**src/rtl/arb_request_buffer.sv**
```systemverilog
// arb_request_buffer: requester-side FIFO for a two-input req/ack arbiter.
// Raises req while a flit is buffered and the link is ready, and launches the granted flit one cycle after ack.
`default_nettype none

module arb_request_buffer #(
  parameter int DATA_W = 64,
  parameter int DEPTH  = 4,
  parameter int WAIT_W = 8
) (
  input  logic              clk,
  input  logic              reset,
  input  logic              in_valid,
  output logic              in_ready,
  input  logic [DATA_W-1:0] in_data,
  input  logic              link_ready,
  output logic              req,
  input  logic              ack,
  output logic              out_valid,
  output logic [DATA_W-1:0] out_data,
  output logic [WAIT_W-1:0] wait_cnt,
  output logic              starved,
  output logic              ack_err
);

  localparam int PTR_W = (DEPTH > 1) ? $clog2(DEPTH) : 1;
  localparam int CNT_W = $clog2(DEPTH) + 1;
  localparam logic [CNT_W-1:0] FULL_CNT = CNT_W'(DEPTH);

  logic [DATA_W-1:0] mem_q [DEPTH];
  logic [PTR_W-1:0]  wr_ptr_q, wr_ptr_d;
  logic [PTR_W-1:0]  rd_ptr_q, rd_ptr_d;
  logic [CNT_W-1:0]  count_q, count_d;
  logic [WAIT_W-1:0] wait_cnt_q, wait_cnt_d;
  logic              out_valid_q, out_valid_d;
  logic [DATA_W-1:0] out_data_q, out_data_d;
  logic              ack_err_q, ack_err_d;
  logic              push, pop;

  // Ready and request depend only on registered occupancy, so a push is never visible the same cycle.
  assign in_ready = (count_q != FULL_CNT);
  assign req      = (count_q != '0) && link_ready;
  assign push     = in_valid && in_ready;
  assign pop      = req && ack;

  always_comb begin
    wr_ptr_d    = wr_ptr_q;
    rd_ptr_d    = rd_ptr_q;
    count_d     = count_q;
    wait_cnt_d  = wait_cnt_q;
    out_valid_d = pop;
    out_data_d  = out_data_q;
    ack_err_d   = ack_err_q | (ack & ~req);

    if (push) wr_ptr_d = wr_ptr_q + 1'b1;
    if (pop) begin
      rd_ptr_d   = rd_ptr_q + 1'b1;
      out_data_d = mem_q[rd_ptr_q];
    end

    case ({push, pop})
      2'b10:   count_d = count_q + 1'b1;
      2'b01:   count_d = count_q - 1'b1;
      default: count_d = count_q;
    endcase

    if (!req || pop)        wait_cnt_d = '0;
    else if (!(&wait_cnt_q)) wait_cnt_d = wait_cnt_q + 1'b1;
  end

  always_ff @(posedge clk) begin
    if (reset) begin
      wr_ptr_q    <= '0;
      rd_ptr_q    <= '0;
      count_q     <= '0;
      wait_cnt_q  <= '0;
      out_valid_q <= 1'b0;
      out_data_q  <= '0;
      ack_err_q   <= 1'b0;
    end else begin
      wr_ptr_q    <= wr_ptr_d;
      rd_ptr_q    <= rd_ptr_d;
      count_q     <= count_d;
      wait_cnt_q  <= wait_cnt_d;
      out_valid_q <= out_valid_d;
      out_data_q  <= out_data_d;
      ack_err_q   <= ack_err_d;
    end
  end

  // Storage needs no reset: occupancy gates every read.
  always_ff @(posedge clk) begin
    if (push) mem_q[wr_ptr_q] <= in_data;
  end

  assign out_valid = out_valid_q;
  assign out_data  = out_data_q;
  assign wait_cnt  = wait_cnt_q;
  assign starved   = &wait_cnt_q;
  assign ack_err   = ack_err_q;

endmodule

`default_nettype wire

```
**config.mk**
```make
export PLATFORM = sky130hd
export DESIGN_NAME = arb_request_buffer
export DESIGN_NICKNAME = d
export VERILOG_FILES = /design/src/rtl/arb_request_buffer.sv
export SDC_FILE = /design/constraint.sdc
export NUM_CORES = 1
export LEC_CHECK = 0
export CORE_UTILIZATION = 35
export DETAILED_ROUTE_END_ITERATION = 10
export SLEW_MARGIN = 20
export SYNTH_ARGS = -nofsm -noshare
export SYNTH_HDL_FRONTEND = slang
export SYNTH_SLANG_ARGS = --single-unit
```
**constraint.sdc**
```tcl
create_clock -name clk -period 3.9 [get_ports clk]
set_input_delay 0.585 -clock clk [delete_from_list [all_inputs] [get_ports clk]]
set_output_delay 0.585 -clock clk [all_outputs]
set_load 0.02 [all_outputs]
```
### Word-level counts from Yosys, hierarchy flattened

Memory sizes are Yosys's and may differ from the RTL's. A register that Yosys moved wholly into a read port is not among the register bits.
Cells that the tools add are included.

| storage, ports and cells | value |
|---|---|
| register bits after elaboration | 17 |
| bits in latches | 0 |
| memory bits (writable) | 256 |
| memory bits (read-only) | 0 |
| word-level logic and storage cells | 30 |
| memories kept | 1 |

Memory list:

| memory | words | width | read ports | clocked after memory_dff | wr ports | line | RTL |
|---|---|---|---|---|---|---|---|
| mem_q | 4 | 64 | 1 | 1 | 1 | 29 | `logic [DATA_W-1:0] mem_q [DEPTH];` |

| operators by class | value |
|---|---|
| add/subtract/negate cells | 5 |
| multiply operators | 0 |
| divide/modulo/power cells | 0 |
| magnitude comparators | 0 |
| eq/ne operators | 3 |
| shifts and indexed selects | 0 |
| multiplexer cells | 3 |
| bitwise operators | 3 |
| reduce and logical (&&, ||, !) cells | 9 |

Operator list:

| operator | count |
|---|---|
| 8-bit by 1-bit adder with 8-bit output, second input constant | 1 |
| 8-bit AND reduction | 1 |
| 3-bit one-hot mux with 2 select lines | 1 |
| 2-bit by 1-bit adder with 2-bit output, second input constant | 2 |
| 3-bit by 1-bit adder with 3-bit output, second input constant | 1 |
| 1-bit logical AND | 3 |
| 3-bit != test, second input constant | 1 |
| 3-bit nonzero test | 1 |
| 3-bit by 1-bit subtractor with 3-bit output, second input constant | 1 |
| 2-bit by 1-bit equality test with 1-bit output, second input constant | 1 |
| 2-bit equality test, second input constant | 1 |
| 1-bit two-way mux | 2 |
| 2-bit nonzero test | 1 |
| 2-bit OR reduction | 1 |
| 1-bit bitwise AND | 1 |
| 1-bit zero test | 1 |
| 1-bit logical OR | 1 |
| 1-bit inverter | 1 |
| 1-bit bitwise OR | 1 |

### Logic depth before layout (Yosys ltp)

| depth | value |
|---|---|
| depth in word-level cells | 5 |
| gate-level depth with buffers | 9 |

### Least setup slack after synthesis

No wires, ideal clock.

| path | value |
|---|---|
| kind | in2reg |
| start | input in_valid |
| end | memory mem_q[0][0], enable pin |
| arrival time | 2.389 ns |
| slack | 1.082 ns |
| cell stages on the path | 2 |
| buffers on the path | 1 |
| cells stage by stage | buf_1 > and3_1 |

| on the way | value |
|---|---|
| cells in the longest elaborated chain, start to end | 3 |

RTL lines:

| element | line | RTL |
|---|---|---|
| from (decl) | 12 | `input logic in_valid,` |
| 1-bit logical AND | 42 | `assign push = in_valid && in_ready;` |
| 1-bit two-way mux | 92 | `if (push) mem_q[wr_ptr_q] <= in_data;` |
| 1-bit two-way mux (implied by the code) | 92 |  |
| to (decl) | 29 |  |

Every way passes these cells.

### Final worst setup path

| path | value |
|---|---|
| start | register wait_cnt_q[0] (netlist: wait_cnt[0]) |
| end | output starved |

| on the way | value |
|---|---|
| cells in the longest elaborated chain, start to end | 1 |

RTL lines:

| element | line | RTL |
|---|---|---|
| from (decl) | 33 | `logic [WAIT_W-1:0] wait_cnt_q, wait_cnt_d;` |
| from (signal assigned) | 83 | `wait_cnt_q <= wait_cnt_d;` |
| 8-bit AND reduction | 98 | `assign starved = &wait_cnt_q;` |
| to (decl) | 21 | `output logic starved,` |

Every way passes these cells.

==> results.sh <==
export IMPL_drive_gt1_share_pct=18.6
export IMPL_grt_pass1_vias=6186
export IMPL_port_buffers=145
export IMPL_synthAdderAreaFrac_pct=0.780
export IMPL_synth_xor_area_share_pct=0.144
export IMPL_cts_tree="yes"
export IMPL_yosysWarnings=0
export IMPL_post_synth_top_count_cell="edfxtp_1"
export IMPL_report_final_setup_viol=0
export IMPL_synth_area_leaders="edfxtp_1 63%, dfxtp_1 13%, mux4_2 12%, a22o_1 4.6%, buf_6 1.0%"
export IMPL_syn_area_per_cell_um2=20.9
export IMPL_io_pins=146
export IMPL_hold_violations=0
export IMPL_hp_class="flip-flop to flip-flop"
export IMPL_post_cts_setup_buffer_count=0
export IMPL_grt_max_degree=67
export IMPL_clock_skew_ns=0.0157
export IMPL_finalPower_mw=8.27
export IMPL_slowest_delay_ns=0.59
export IMPL_synth_largest_area_cell="edfxtp_1"
export IMPL_core_area_um2=33900
export IMPL_path_clk_slew_ns=0.06
export IMPL_diodes=0
export IMPL_cp_max_fo=6
export IMPL_synth_compound_area_share_pct=5.96
export IMPL_clock_path_buffers=3
export IMPL_drt_pass1_iterations=4
export IMPL_crit_path_start_kind="flip-flop"
export IMPL_drt_iter0_drc=331
export IMPL_initial_core_util_pct=36.0
export IMPL_hold_buffers=0
export IMPL_fmax_mhz=343
export IMPL_finalNetCount=819
export IMPL_gp_congestion=0.695
export IMPL_top_usage_layer="met2"
export IMPL_grt_pass1_wl_um=36000
export IMPL_synthArstFlopShare_pct=0
export IMPL_synth_simple_area_share_pct=2.18
export IMPL_power_density_nw_per_um2=543
export IMPL_end_kind="output pin"
export IMPL_vias=5827
export IMPL_grt_ovfl_total=0
export IMPL_netlist_area_leader_share_pct=63.1
export IMPL_final_fill_count=2920
export IMPL_met2_usage_pct=23.0
export IMPL_post_route_min_period_ns=2.92
export IMPL_finalCritPeriodShare_pct=74.8
export IMPL_dp_cells=1152
export IMPL_rows=67
export IMPL_synthMuxAreaShare_pct=11.8
export IMPL_antenna_found_initial=0
export IMPL_status="finished clean"
export IMPL_cts_root_buffer="clkbuf_16"
export IMPL_grt_use_met3_pct=2.92
export IMPL_syn_area_um2=12200
export IMPL_crit_buf_inv=2
export IMPL_ys_types=37
export IMPL_critPathSlowestCell="clkdlybuf4s50_1"
export IMPL_hpwl_um=13000
export IMPL_grt_util_met1_pct=16.6
export IMPL_drt_total_wl_um=23200
export IMPL_cts_buffers=37
export IMPL_crit_family="buffers and inverters"
export IMPL_synth_seq_area_share_pct=76.4
export IMPL_cts_resized=0
export IMPL_ys_ff_latch=337
export IMPL_synth_flop_cell="edfxtp_1"
export IMPL_path_cells="ha_1 -> and4_1 -> nand2_1 -> inv_1 -> clkdlybuf4s50_1"
export IMPL_critical_path_class="flip-flop to output pin"
export IMPL_die_w_um=189
export IMPL_ir_drop_mv=0.417
export IMPL_rsz0062_at_grt="false"
export IMPL_maxSlewViolCount=0
export IMPL_die_area_um2=35600
export IMPL_area_growth_pct=25.0
export IMPL_die_y_um=189
export IMPL_instances_no_fill=1216
export IMPL_worst_slew_pin_slew_ns=1.06
export IMPL_drt_vias_per_instance=4.79
export IMPL_h_tree_depth=2
export IMPL_slew_headroom_pct=29.5
export IMPL_clkLatencyLatePin_ns=0.50
export IMPL_p_leak_nw=4.89
export IMPL_synthCells=583
export IMPL_drv_cap=0
export IMPL_final_antenna_net_count=0
export IMPL_synth_top_family_by_area="multiplexers"
export IMPL_avgRoutedWirePerCell_um=19.1
export IMPL_drcViolationCount=0
export IMPL_crit_required_ns=3.31
export IMPL_synth_edf_count=256
export IMPL_clock_sinks=337
export IMPL_grt_total_usage_pct=13.3
export IMPL_synthTopCellsByCount="256 x edfxtp_1, 81 x dfxtp_1, 64 x a22o_1, 64 x mux4_2, 12 x buf_2"
export IMPL_cp_arrival_ns=2.33
export IMPL_syn_nets=659
export IMPL_rrSetupSlack_ns=1.40
export IMPL_setup_tns_ns=0
cells in the final DEF, fill, tap and decap left out, types with 2 or more instances in the layout:
cell,Yosys,routed
edfxtp_1,256,256
clkdlybuf4s50_1,0,145
dfxtp_1,81,79
mux4_2,64,64
a22o_1,64,64
clkbuf_16,0,37
clkbuf_1,3,12
a21oi_1,11,11
inv_1,9,9
buf_12,0,8
nand2_1,6,6
nand3_1,6,6
ha_1,6,6
nor2_1,5,5
o21ai_0,5,5
clkbuf_8,0,5
clkinv_2,0,5
and3_4,0,4
nor3_2,4,4
or3_1,3,3
nor3_1,3,3
a21o_1,2,2
xor2_1,2,2
nand4_1,2,2
a31oi_1,2,2
clkinvlp_4,0,2
dfxtp_4,0,2
layout make-up:
type	instances	area (µm²)	area share, %
repair buffers	154	1620	10.6
clock buffers	54	1040	6.82
flip-flops and latches	337	9320	61.2
clock inverters	10	82.6	0.542
well taps	448	561	3.68
multi-input cells	202	2570	16.9
inverters	11	43.8	0.287
routing by layer:
layer | vias up | wire length, µm | share of wire (%)
met1 | 2945 | 9930 | 43
met4 | 0 | 490 | 2.1
li1 | 2716 | - | -
met2 | 123 | 11700 | 51
met3 | 43 | 1080 | 4.7
met5 | - | 0 | 0
stage by stage:
step / hold slack [ns] / instance area (µm²) / setup WS, ns / util, %
after CTS: 0.480 / 15200 / 0.955 / 45.0
after floorplan: 0.523 / 12200 / 1.08 / -
after detailed placement: 0.464 / 14100 / 1.09 / 41.7
after global placement: 0.457 / 14100 / 1.09 / 41.7
final: 0.474 / 15200 / 0.982 / 45.0
after global routing: 0.488 / 15200 / 0.826 / 45.0
report_power, final:
part,internal (mW),switching [mW]
Clock,1.91,1.30
Combinational,0.444,0.422
Sequential,4.09,0.107
Total,6.45,1.83
final timing paths:
check	from	to	depth (start not counted)
hold / removal	out_data[56]$_SDFFE_PP0P_	out_data[56]$_SDFFE_PP0P_	1
setup reg to reg	count_q[2]$_SDFFE_PP0P_	count_q[2]$_SDFFE_PP0P_	8
setup / recovery	wait_cnt[0]$_SDFFE_PP0N_	starved	5
hold reg to reg	out_data[56]$_SDFFE_PP0P_	out_data[56]$_SDFFE_PP0P_	1
kinds of logic after synthesis:
family / Yosys count
muxes: 64
and+or+nand+nor: 41
DFF: 337
buffers and inverters: 44
adders and majority gates: 7
AOI/OAI and AO/OA: 88
xor gates and xnor gates: 2
registers in the layout, summed over array words and instances, names as in the netlist:
signal	cells
mem_q	256
out_data	64
wait_cnt	8
count_q	3
rd_ptr_q	2
wr_ptr_q	2
ack_err	1
out_valid	1
worst reg2reg max path: cells and delay by family, from the launching register on:
kind	cells	cell delay (ns)
AO/OA/AOI/OAI	1	0.14
XOR/XNOR	1	0.15
adder cells (fa/ha/maj)	2	0.56
buffers and inverters	1	0.06
flip-flops	1	0.44
AND/OR/NAND/NOR	3	1.07
Power figures use the tool's default switching activity.
